--- src/rtl/crc_arb_pkg.sv ---
// Shared types and helpers for the CRC job arbiter.
// Holds the FSM states, engine register map and byte-enable encoding.
package crc_arb_pkg;

    typedef enum logic [2:0] {
        IDLE,
        ARB,
        INIT,
        DATA,
        RDREQ,
        RDWAIT,
        DONE
    } state_t;

    localparam logic [2:0] ADDR_INIT = 3'd0;
    localparam logic [2:0] ADDR_DATA = 3'd1;
    localparam logic [2:0] ADDR_RES  = 3'd4;

    // Only the final word of a job can be partial; lanes fill from lane 0.
    function automatic logic [3:0] be_encode(
        input logic       last,
        input logic [1:0] nbytes
    );
        logic [3:0] be;
        be = 4'b1111;
        if (last) begin
            case (nbytes)
                2'd1:    be = 4'b0001;
                2'd2:    be = 4'b0011;
                default: be = 4'b1111;
            endcase
        end
        return be;
    endfunction

endpackage

--- src/rtl/crc_job_arbiter_rr.sv ---
// Combinational round-robin pick: first set request at or above
// the pointer, wrapping; returns one-hot grant and its index.
module crc_rr_arbiter #(
    parameter  int NUM_REQ = 2,
    localparam int IW      = (NUM_REQ > 1) ? $clog2(NUM_REQ) : 1
) (
    input  logic [NUM_REQ-1:0] i_req,
    input  logic [IW-1:0]      i_ptr,
    output logic [NUM_REQ-1:0] o_gnt,
    output logic [IW-1:0]      o_idx,
    output logic               o_any
);

    logic [IW-1:0] w_i;

    // Walk from farthest to nearest so the nearest hit wins.
    always_comb begin
        int v;
        v     = 0;
        w_i   = '0;
        o_gnt = '0;
        o_idx = '0;
        o_any = 1'b0;
        for (int k = NUM_REQ - 1; k >= 0; k--) begin
            v   = (int'(i_ptr) + k) % NUM_REQ;
            w_i = IW'(v);
            if (i_req[w_i]) begin
                o_gnt      = '0;
                o_gnt[w_i] = 1'b1;
                o_idx      = w_i;
                o_any      = 1'b1;
            end
        end
    end

endmodule

--- src/rtl/crc_job_arbiter.sv ---
// Shares one Avalon CRC engine between NUM_REQ streaming requesters,
// one whole job at a time, round-robin.
module crc_job_arbiter
    import crc_arb_pkg::*;
#(
    parameter int         NUM_REQ   = 2,
    parameter int         MAX_WORDS = 1024,
    parameter int         RD_LAT    = 1,
    parameter logic [2:0] RES_ADDR  = ADDR_RES
) (
    input  logic                    clk,
    input  logic                    reset_n,
    input  logic [NUM_REQ-1:0]      req,
    output logic [NUM_REQ-1:0]      gnt,
    input  logic [32*NUM_REQ-1:0]   s_data,
    input  logic [NUM_REQ-1:0]      s_valid,
    input  logic [NUM_REQ-1:0]      s_last,
    input  logic [2*NUM_REQ-1:0]    s_bytes,
    output logic [NUM_REQ-1:0]      s_ready,
    output logic [31:0]             res_data,
    output logic [NUM_REQ-1:0]      res_valid,
    output logic                    res_err,
    output logic                    busy,
    output logic [2:0]              crc_address,
    output logic [31:0]             crc_writedata,
    output logic [3:0]              crc_byteenable,
    output logic                    crc_write,
    output logic                    crc_read,
    output logic                    crc_chipselect,
    input  logic [31:0]             crc_readdata
);

    localparam int IW = (NUM_REQ > 1) ? $clog2(NUM_REQ) : 1;
    localparam int CW = $clog2(MAX_WORDS + 1);

    state_t             r_state;
    state_t             w_next;
    logic [IW-1:0]      r_owner;
    logic [IW-1:0]      r_ptr;
    logic [NUM_REQ-1:0] r_gnt;
    logic [CW-1:0]      r_cnt;
    logic               r_err;
    logic [1:0]         r_lat;
    logic [31:0]        r_res;

    logic [NUM_REQ-1:0] w_arb_gnt;
    logic [IW-1:0]      w_arb_idx;
    logic               w_arb_any;
    logic [31:0]        w_own_data;
    logic               w_own_valid;
    logic               w_own_last;
    logic [1:0]         w_own_bytes;
    logic               w_accept;
    logic [CW-1:0]      w_cnt_inc;
    logic               w_max;
    logic               w_rd;
    logic               w_lat_done;

    crc_rr_arbiter #(
        .NUM_REQ (NUM_REQ)
    ) u_rr (
        .i_req (req),
        .i_ptr (r_ptr),
        .o_gnt (w_arb_gnt),
        .o_idx (w_arb_idx),
        .o_any (w_arb_any)
    );

    assign w_own_data  = s_data[32*r_owner +: 32];
    assign w_own_valid = s_valid[r_owner];
    assign w_own_last  = s_last[r_owner];
    assign w_own_bytes = s_bytes[2*r_owner +: 2];
    assign w_accept    = (r_state == DATA) && w_own_valid;
    assign w_cnt_inc   = r_cnt + 1'b1;
    assign w_max       = (w_cnt_inc == CW'(MAX_WORDS));
    assign w_rd        = (r_state == RDREQ) || (r_state == RDWAIT);
    // r_lat counts read cycles already spent, starting at RDREQ.
    assign w_lat_done  = (r_lat == 2'(RD_LAT - 1));

    assign gnt      = r_gnt;
    assign res_data = r_res;

    always_ff @(posedge clk) begin
        if (!reset_n) begin
            r_state <= IDLE;
        end else begin
            r_state <= w_next;
        end
    end

    always_comb begin
        w_next         = r_state;
        s_ready        = '0;
        res_valid      = '0;
        res_err        = 1'b0;
        busy           = (r_state != IDLE) && (r_state != ARB);
        crc_address    = '0;
        crc_writedata  = '0;
        crc_byteenable = '0;
        crc_write      = 1'b0;
        crc_read       = 1'b0;
        crc_chipselect = 1'b0;
        unique case (r_state)
            IDLE: begin
                if (|req) w_next = ARB;
            end
            ARB: begin
                w_next = w_arb_any ? INIT : IDLE;
            end
            INIT: begin
                crc_chipselect = 1'b1;
                crc_write      = 1'b1;
                crc_address    = ADDR_INIT;
                crc_byteenable = 4'b1111;
                w_next         = DATA;
            end
            DATA: begin
                s_ready[r_owner] = 1'b1;
                if (w_own_valid) begin
                    crc_chipselect = 1'b1;
                    crc_write      = 1'b1;
                    crc_address    = ADDR_DATA;
                    crc_writedata  = w_own_data;
                    crc_byteenable = be_encode(w_own_last, w_own_bytes);
                    if (w_own_last || w_max) w_next = RDREQ;
                end
            end
            RDREQ, RDWAIT: begin
                crc_chipselect = 1'b1;
                crc_read       = 1'b1;
                crc_address    = RES_ADDR;
                w_next         = w_lat_done ? DONE : RDWAIT;
            end
            DONE: begin
                res_valid = r_gnt;
                res_err   = r_err;
                w_next    = IDLE;
            end
            default: w_next = IDLE;
        endcase
    end

    always_ff @(posedge clk) begin
        if (!reset_n) begin
            r_owner <= '0;
            r_ptr   <= '0;
            r_gnt   <= '0;
            r_cnt   <= '0;
            r_err   <= 1'b0;
            r_lat   <= '0;
            r_res   <= '0;
        end else begin
            if ((r_state == ARB) && w_arb_any) begin
                r_owner <= w_arb_idx;
                r_gnt   <= w_arb_gnt;
            end
            if (w_accept) r_cnt <= w_cnt_inc;
            if (w_accept && !w_own_last && w_max) r_err <= 1'b1;
            if (w_rd) r_lat <= r_lat + 1'b1;
            if (w_rd && w_lat_done) r_res <= crc_readdata;
            if (r_state == DONE) begin
                r_ptr <= (r_owner == IW'(NUM_REQ - 1)) ? '0 : r_owner + 1'b1;
                r_gnt <= '0;
                r_cnt <= '0;
                r_err <= 1'b0;
                r_lat <= '0;
            end
        end
    end

endmodule

--- config.mk ---
export PLATFORM = sky130hd
export DESIGN_NAME = crc_job_arbiter
export DESIGN_NICKNAME = d
export VERILOG_FILES = /design/src/rtl/crc_arb_pkg.sv /design/src/rtl/crc_job_arbiter_rr.sv /design/src/rtl/crc_job_arbiter.sv
export SDC_FILE = /design/constraint.sdc
export NUM_CORES = 1
export LEC_CHECK = 0
export CAP_MARGIN = 10
export CORE_ASPECT_RATIO = 1.1
export CORE_MARGIN = 2
export CORE_UTILIZATION = 39
export CTS_CLUSTER_DIAMETER = 50
export DETAILED_ROUTE_END_ITERATION = 12
export GPL_ROUTABILITY_DRIVEN = 0
export HOLD_SLACK_MARGIN = 0.15
export PLACE_DENSITY = 0.89
export RECOVER_POWER = 50
export SLEW_MARGIN = 10
export SYNTH_ARGS = -nofsm -noshare
export SYNTH_HDL_FRONTEND = slang
export SYNTH_SLANG_ARGS = --single-unit
--- constraint.sdc ---
create_clock -name clk -period 3.95 [get_ports clk]
set_clock_uncertainty 0.05 [all_clocks]
set_input_delay 0.395 -clock clk [delete_from_list [all_inputs] [get_ports clk]]
set_output_delay 0.395 -clock clk [all_outputs]
set_load 0.005 [all_outputs]
==> impl_metrics.csv, run 1 <==
group,metric,value,unit
pwr,switching_share,25.0,%
pwr,clkPwrFrac,27.3,%
sta,finalSetupTns,0,ps
route,first_pass_iters,4,
grt,antenna_found_initial,0,
route,wl,9960,um
synth,async_flop_share,0,%
clock_network,clkTransAtPathRegs,100,ps
floorplan,ios,190,
sta,relSlewSlack,-5.85,%
floorplan,die_h,94.5,um
pwr,leakagePower,1.80,nW
layout,antenna_cells,0,
clock_network,cts_buffer_depth,2,
route,drc_errors,0,
clock_network,htreeDepth,2,
pwr,seqPwrFrac,49.7,%
route,vias,3084,
synth,synth_area,2900,sq um
setup_path,r2r_setup_slack,1410,ps
grt,grt-ovfl-total,0,
synth,synth.largest_area_cell,"dfxtp_1",
sta,period_minus_slack,3300,ps
synth,avgSynthCellArea,8.08,sq um
sta,max_freq,303,MHz
route,drt_iter0_markers,138,
synth,ys_ff_latch,53,
clock_network,root_buffer,"clkbuf_8",
sta,finalSetupViolCount,0,
clock_network,holdBufCountCts,0,
layout,area_delta_synth_final,67.1,%
grt,first_global_vias,2990,
clock_network,cts_resized,0,
pwr,switchingPower,0.000279,W
synth,synth_ff_type,"dfxtp_1",
synth,yosys_warnings,0,
setup_path,worstSetupStartpoint,"r_owner$_SDFFE_PN0P_",
setup_path,reg2reg_depth,5,
route,via_per_inst,5.00,
clock_network,clk_latency,310,ps
outcome,status,"finished with violations",
synth,synth_cell_type_count,45,
floorplan,die_w,86.2,um
clock_network,cts_tree,"done",
pwr,ir_drop,0.139,mV
synth,yosysSeqAreaShare,36.6,%
outcome,violations,"capacitance limit, slew limit",
layout,multi_input_area,1660,sq um
setup_path,reg2reg_from,"r_state[2]$_SDFFE_PN0P_",
route,wl_per_cell,16.1,um
layout,drive_gt1_share,4.14,%
pwr,p_comb_share,22.9,%
sta,finalCritPeriodShare,83.6,%
setup_path,critPathLaunchType,"flop",
grt,grtUsageTotal,23.3,%
grt,grt_max_degree,45,
route,antenna_left,0,
placement,dp_hpwl,7930,um
synth,synth_area_leaders,"dfxtp_1 37%, mux2i_1 12%, nand2_1 10%, a21boi_0 6.5%, nor2_1 6.1%",
sta,tightest_slew,1590,ps
clock_network,cts_made_buffers,5,
layout,seq_area,1060,sq um
worst_hold_path,hp-class,"reg2reg",
clock_network,postCtsSetupBuffers,0,
setup_path,r2r_end,"res_data[25]$_SDFFE_PN0P_",
setup_path,worstPathRequired,3500,ps
grt,grt_pass1_wl,15000,um
floorplan,start_util,40.7,%
layout,fill_cells,563,
setup_path,critPathCaptureType,"output pin",
floorplan,rows,32,
setup_path,crit_type,"reg2out",
pwr,power_density,230,nW/um^2
floorplan,die_area,8150,sq um
synth,synth_edf_count,0,
floorplan,core,7130,sq um
sta,rsz0062_at_grt,"no",
synth,synth_top_area_share,36.6,%
setup_path,crit_path_end,"crc_byteenable[2]",
clock_network,cts_sinks,53,
layout,instances_no_fill,617,
placement,io_buffer_count,188,
layout,layout.nets,642,
setup_path,cp_data_arrival_time,2860,ps
sta,hold_viol,0,
sta,slew_viol_final,33,
pwr,intPower,0.000837,W
synth,syn_nets,470,
placement,place_inst,609,
layout,final_util,68.0,%
setup_path,cp_max_fo,33,
flow_run,maxCapViolations,1,
synth,synth_cells,359,
==> worst max-delay path, cell delays in order (launching register included) <==
cell             delay, ps
dfxtp_1                580
buf_4                  540
mux2i_1                150
ha_1                   290
nand2b_1                90
nand2_1                 60
a21oi_1                250
clkdlybuf4s50_1        580
==> worst min path at each step <==
stage | slack, ps | from | endpoint | cells after the start
4_1_cts | 410 | res_data[6]$_SDFFE_PN0P_ | res_data[6]$_SDFFE_PN0P_ | 2
6_report | 410 | res_data[6]$_SDFFE_PN0P_ | res_data[6]$_SDFFE_PN0P_ | 2
3_3_place_gp | 390 | res_data[20]$_SDFFE_PN0P_ | res_data[20]$_SDFFE_PN0P_ | 2
2_1_floorplan | 390 | r_lat[1]$_SDFFE_PP0P_ | r_lat[1]$_SDFFE_PP0P_ | 2
3_5_place_dp | 400 | res_data[6]$_SDFFE_PN0P_ | res_data[6]$_SDFFE_PN0P_ | 2
5_1_grt | 430 | r_lat[1]$_SDFFE_PP0P_ | r_lat[1]$_SDFFE_PP0P_ | 2
==> sequential cells by signal (all words and copies together) (netlist names) <==
name,count
r_cnt,11
r_ptr,1
res_data,32
r_state,3
r_lat,2
r_owner,1
r_err,1
gnt,2
==> power by group through the flow <==
stage	Clock (W)	Sequential, W	Combinational (W)
after floorplan	0	0.000563	0.0000981
after global routing	0.000333	0.000557	0.000274
after detailed placement	0	0.000568	0.000258
after global placement	0	0.000567	0.000255
after CTS	0.000313	0.000555	0.000260
final	0.000305	0.000555	0.000256
==> per-stage QoR <==
step           area [sq um]  setup WS (ps)  power (W)  hold WS, ps
5_1_grt                4850            487    0.00116          426
3_5_place_dp           4780           1070   0.000826          401
2_1_floorplan          2900           1770   0.000661          386
3_3_place_gp           4780           1100   0.000822          391
6_report               4850            649    0.00112          409
4_1_cts                4860            794    0.00113          414
==> cell families after synthesis <==
family	after synthesis	synth area share [%]
simple gates	163	25.4
compound gates	55	13.7
flops	53	36.6
mux	39	13.9
buf+inv	34	5.74
xor+xnor	11	3.32
fa+ha+maj	3	1.29
other cells	1	0.129
==> routing by layer <==
metal	global-route usage, %	wire, um	vias to the layer above
met2	39.6	4890	126
met3	5.16	809	13
met1	30.0	4090	1414
met4	6.12	172	0
li1	-	-	1531
met5	0	0	-
==> cell usage in the layout, fill, tap and decap left out, types with 7 or more instances in the layout <==
| cell | count |
|---|---|
| dfxtp_1 | 53 |
| dlygate4sd3_1 | 38 |
| nand2_1 | 80 |
| xnor2_1 | 8 |
| a21boi_0 | 30 |
| mux2i_1 | 34 |
| clkdlybuf4s50_1 | 150 |
| a21oi_1 | 11 |
| inv_1 | 8 |
| nor2_1 | 47 |
| nor3_1 | 7 |
==> layout make-up <==
| cell class | instances | area share (%) |
|---|---|---|
| Multi-Input combinational cell | 272 | 34.3 |
| Tap cell | 85 | 2.19 |
| Clock buffer | 6 | 1.50 |
| Timing Repair Buffer | 191 | 39.3 |
| Inverter | 8 | 0.619 |
| Clock inverter | 2 | 0.284 |
| Sequential cell | 53 | 21.9 |
==> Yosys cell counts (2+ instances only) <==
cell / n
nor2_1: 47
nand2_2: 2
and2_1: 5
nand3_1: 5
and3b_1: 2
mux2i_1: 34
xnor2_1: 8
ha_1: 3
nor4_1: 2
mux2_2: 3
buf_4: 5
nand2b_1: 5
clkbuf_1: 5
inv_1: 7
a21boi_1: 8
a21oi_1: 11
a21boi_0: 25
xor2_1: 3
o21ai_0: 2
nor3_1: 7
buf_2: 16
nand2_1: 79
dfxtp_1: 53
No activity file was read; power rests on OpenSTA's default activity.
==> run 2, diff against run 1 <==
CORE_UTILIZATION = 33   (was 39)
PLACE_DENSITY = 0.81   (was 0.89)
clock period = 2.9 ns   (was 3.95 ns; I/O delays follow)
==> impl_metrics.csv, run 2 (synthesis results as in run 1) <==
group,metric,value,unit
route,wl_met3,430,um
route,wl_per_cell,14.5,um
grt,grt_pass1_wl,13800,um
layout,layout.nets,647,
sta,rsz0062_at_grt,"no",
clock_network,cts_tree,"done",
sta,relSlewSlack,10.6,%
setup_path,crit_type,"reg2out",
placement,dp_hpwl,7480,um
grt,antenna_found_initial,0,
route,vias,2993,
clock_network,root_buffer,"clkbuf_8",
route,drc_errors,0,
layout,mostFrequentLayoutCells,"154 x clkdlybuf4s50_1, 79 x nand2_1, 52 x dfxtp_1",
pwr,power,0.00153,W
route,wl_met2,4870,um
setup_path,critPathLaunchType,"flop",
floorplan,die_area,9560,sq um
setup_path,critPathCaptureType,"output pin",
pwr,leakagePower,1.84,nW
route,wl_met1,3910,um
setup_path,reg2reg_depth,6,
sta,tightest_slew,1340,ps
route,dr.max_layer_used,"met4",
setup_path,slowest_delay,560,ps
worst_hold_path,hold_path_depth,2,
placement,post-place-ws,360,ps
clock_network,cts_made_buffers,5,
floorplan,rows,35,
sta,max_freq,362,MHz
sta,worst_slack,135,ps
layout,antenna_cells,0,
route,antenna_left,0,
clock_network,clkTransAtPathRegs,100,ps
setup_path,cp_data_arrival_time,2420,ps
layout,layout_commonest_cell,"clkdlybuf4s50_1",
setup_path,worstPathRequired,2560,ps
outcome,status,"completed",
clock_network,cts_buffer_depth,2,
sta,period_minus_slack,2760,ps
floorplan,die_h,102,um
setup_path,cp_max_fo,12,
route,drt_iter0_markers,73,
placement,io_buffer_count,188,
route,wl,9370,um
sta,slew_viol_final,0,
grt,first_global_vias,2888,
clock_network,holdBufCountCts,0,
route,via_per_inst,4.62,
layout,fill_cells,737,
clock_network,cts_sinks,53,
layout,final_util,58.6,%
floorplan,core,8450,sq um
clock_network,htreeDepth,2,
sta,finalSetupTns,0,ps
setup_path,crit_chain,"buf_4 -> mux2_2 -> nand2b_1 -> nand2_1 -> a21oi_1 -> clkdlybuf4s50_1",
route,first_pass_iters,4,
worst_hold_path,hp-class,"reg2reg",
floorplan,die_w,93.4,um
layout,largest_reg_flops,32,
sta,finalCritPeriodShare,95.3,%
grt,grtUsageTotal,18.1,%
grt,grt_max_degree,37,
sta,finalSetupViolCount,0,
layout,drive_gt1_share,5.77,%
clock_network,clk_latency,310,ps
flow_run,maxCapViolations,0,
pwr,power_density,309,nW/um^2
sta,hold_viol,0,
floorplan,start_util,34.3,%
floorplan,ios,190,
layout,area_delta_synth_final,70.7,%
pwr,ir_drop,0.171,mV
setup_path,cp_slowest_cell,"clkdlybuf4s50_1",
grt,grt-ovfl-total,0,
## run 2: cell count changes in the layout (fill, tap and decap cells not counted), sizes merged
cell	previous run	this run
buf	3	7
inv	9	8
dlygate4sd3	38	34
clkinv	1	3
clkdlybuf4s50	150	154
## run 2: path summary, 6_finish.rpt
| path | start | end | slack [ps] |
|---|---|---|---|
| max | r_owner$_SDFFE_PN0P_ | crc_byteenable[3] | 140 |
| min reg2reg | res_data[6]$_SDFFE_PN0P_ | res_data[6]$_SDFFE_PN0P_ | 410 |
| min | res_data[6]$_SDFFE_PN0P_ | res_data[6]$_SDFFE_PN0P_ | 410 |
| max reg2reg | r_state[1]$_SDFFE_PN0P_ | res_data[10]$_SDFFE_PN0P_ | 430 |
## run 2: area by class of cell
| class | instances | area (sq um) | area share, % |
|---|---|---|---|
| multi-input cells | 272 | 1680 | 33.9 |
| clock inverters | 3 | 22.5 | 0.455 |
| inverters | 8 | 30.0 | 0.606 |
| flip-flops and latches | 53 | 1060 | 21.5 |
| well taps | 111 | 139 | 2.80 |
| clock buffers | 5 | 68.8 | 1.39 |
| repair buffers | 196 | 1950 | 39.4 |
## run 2: where the power goes
group / leakage [nW] / internal (W) / switching [W] / total (W)
logic: 1.36 / 0.000232 / 0.000120 / 0.000353
clock network: 0.0481 / 0.000172 / 0.000252 / 0.000424
registers: 0.428 / 0.000741 / 0.0000152 / 0.000756
total: 1.84 / 0.00114 / 0.000387 / 0.00153
## run 2: timing repair
item / in CTS / in global routing
setup endpoints to repair: 0 / 1
buffers inserted: 0 / 0
resized for setup: 0 / 1
## run 2: per-layer routing
layer	vias to the layer above	track usage, %
met5	-	0
met3	13	3.39
met4	0	5.43
li1	1544	-
met1	1359	21.7
met2	77	32.9
## run 2: through the flow
stage / hold WS, ps / instances / area (sq um)
global route: 432 / 648 / 4950
global placement: 391 / 640 / 4860
CTS: 412 / 648 / 4950
finish: 409 / 648 / 4950
floorplan: 375 / 359 / 2900
detailed placement: 398 / 640 / 4860
## run 2: critical path, delay by kind of cell (launching register included)
family / cells / cell delay (ps)
compound gates: 1 / 260
simple gates: 2 / 140
buf+inv: 2 / 830
mux: 1 / 420
flops: 1 / 460
==> run 3, diff against run 2 <==
CAP_MARGIN = 15   (was 10)
CTS_CLUSTER_DIAMETER = 30   (was 50)
==> results of run 3 <==
Final layout, timing and power as in run 2 (identical DEF).
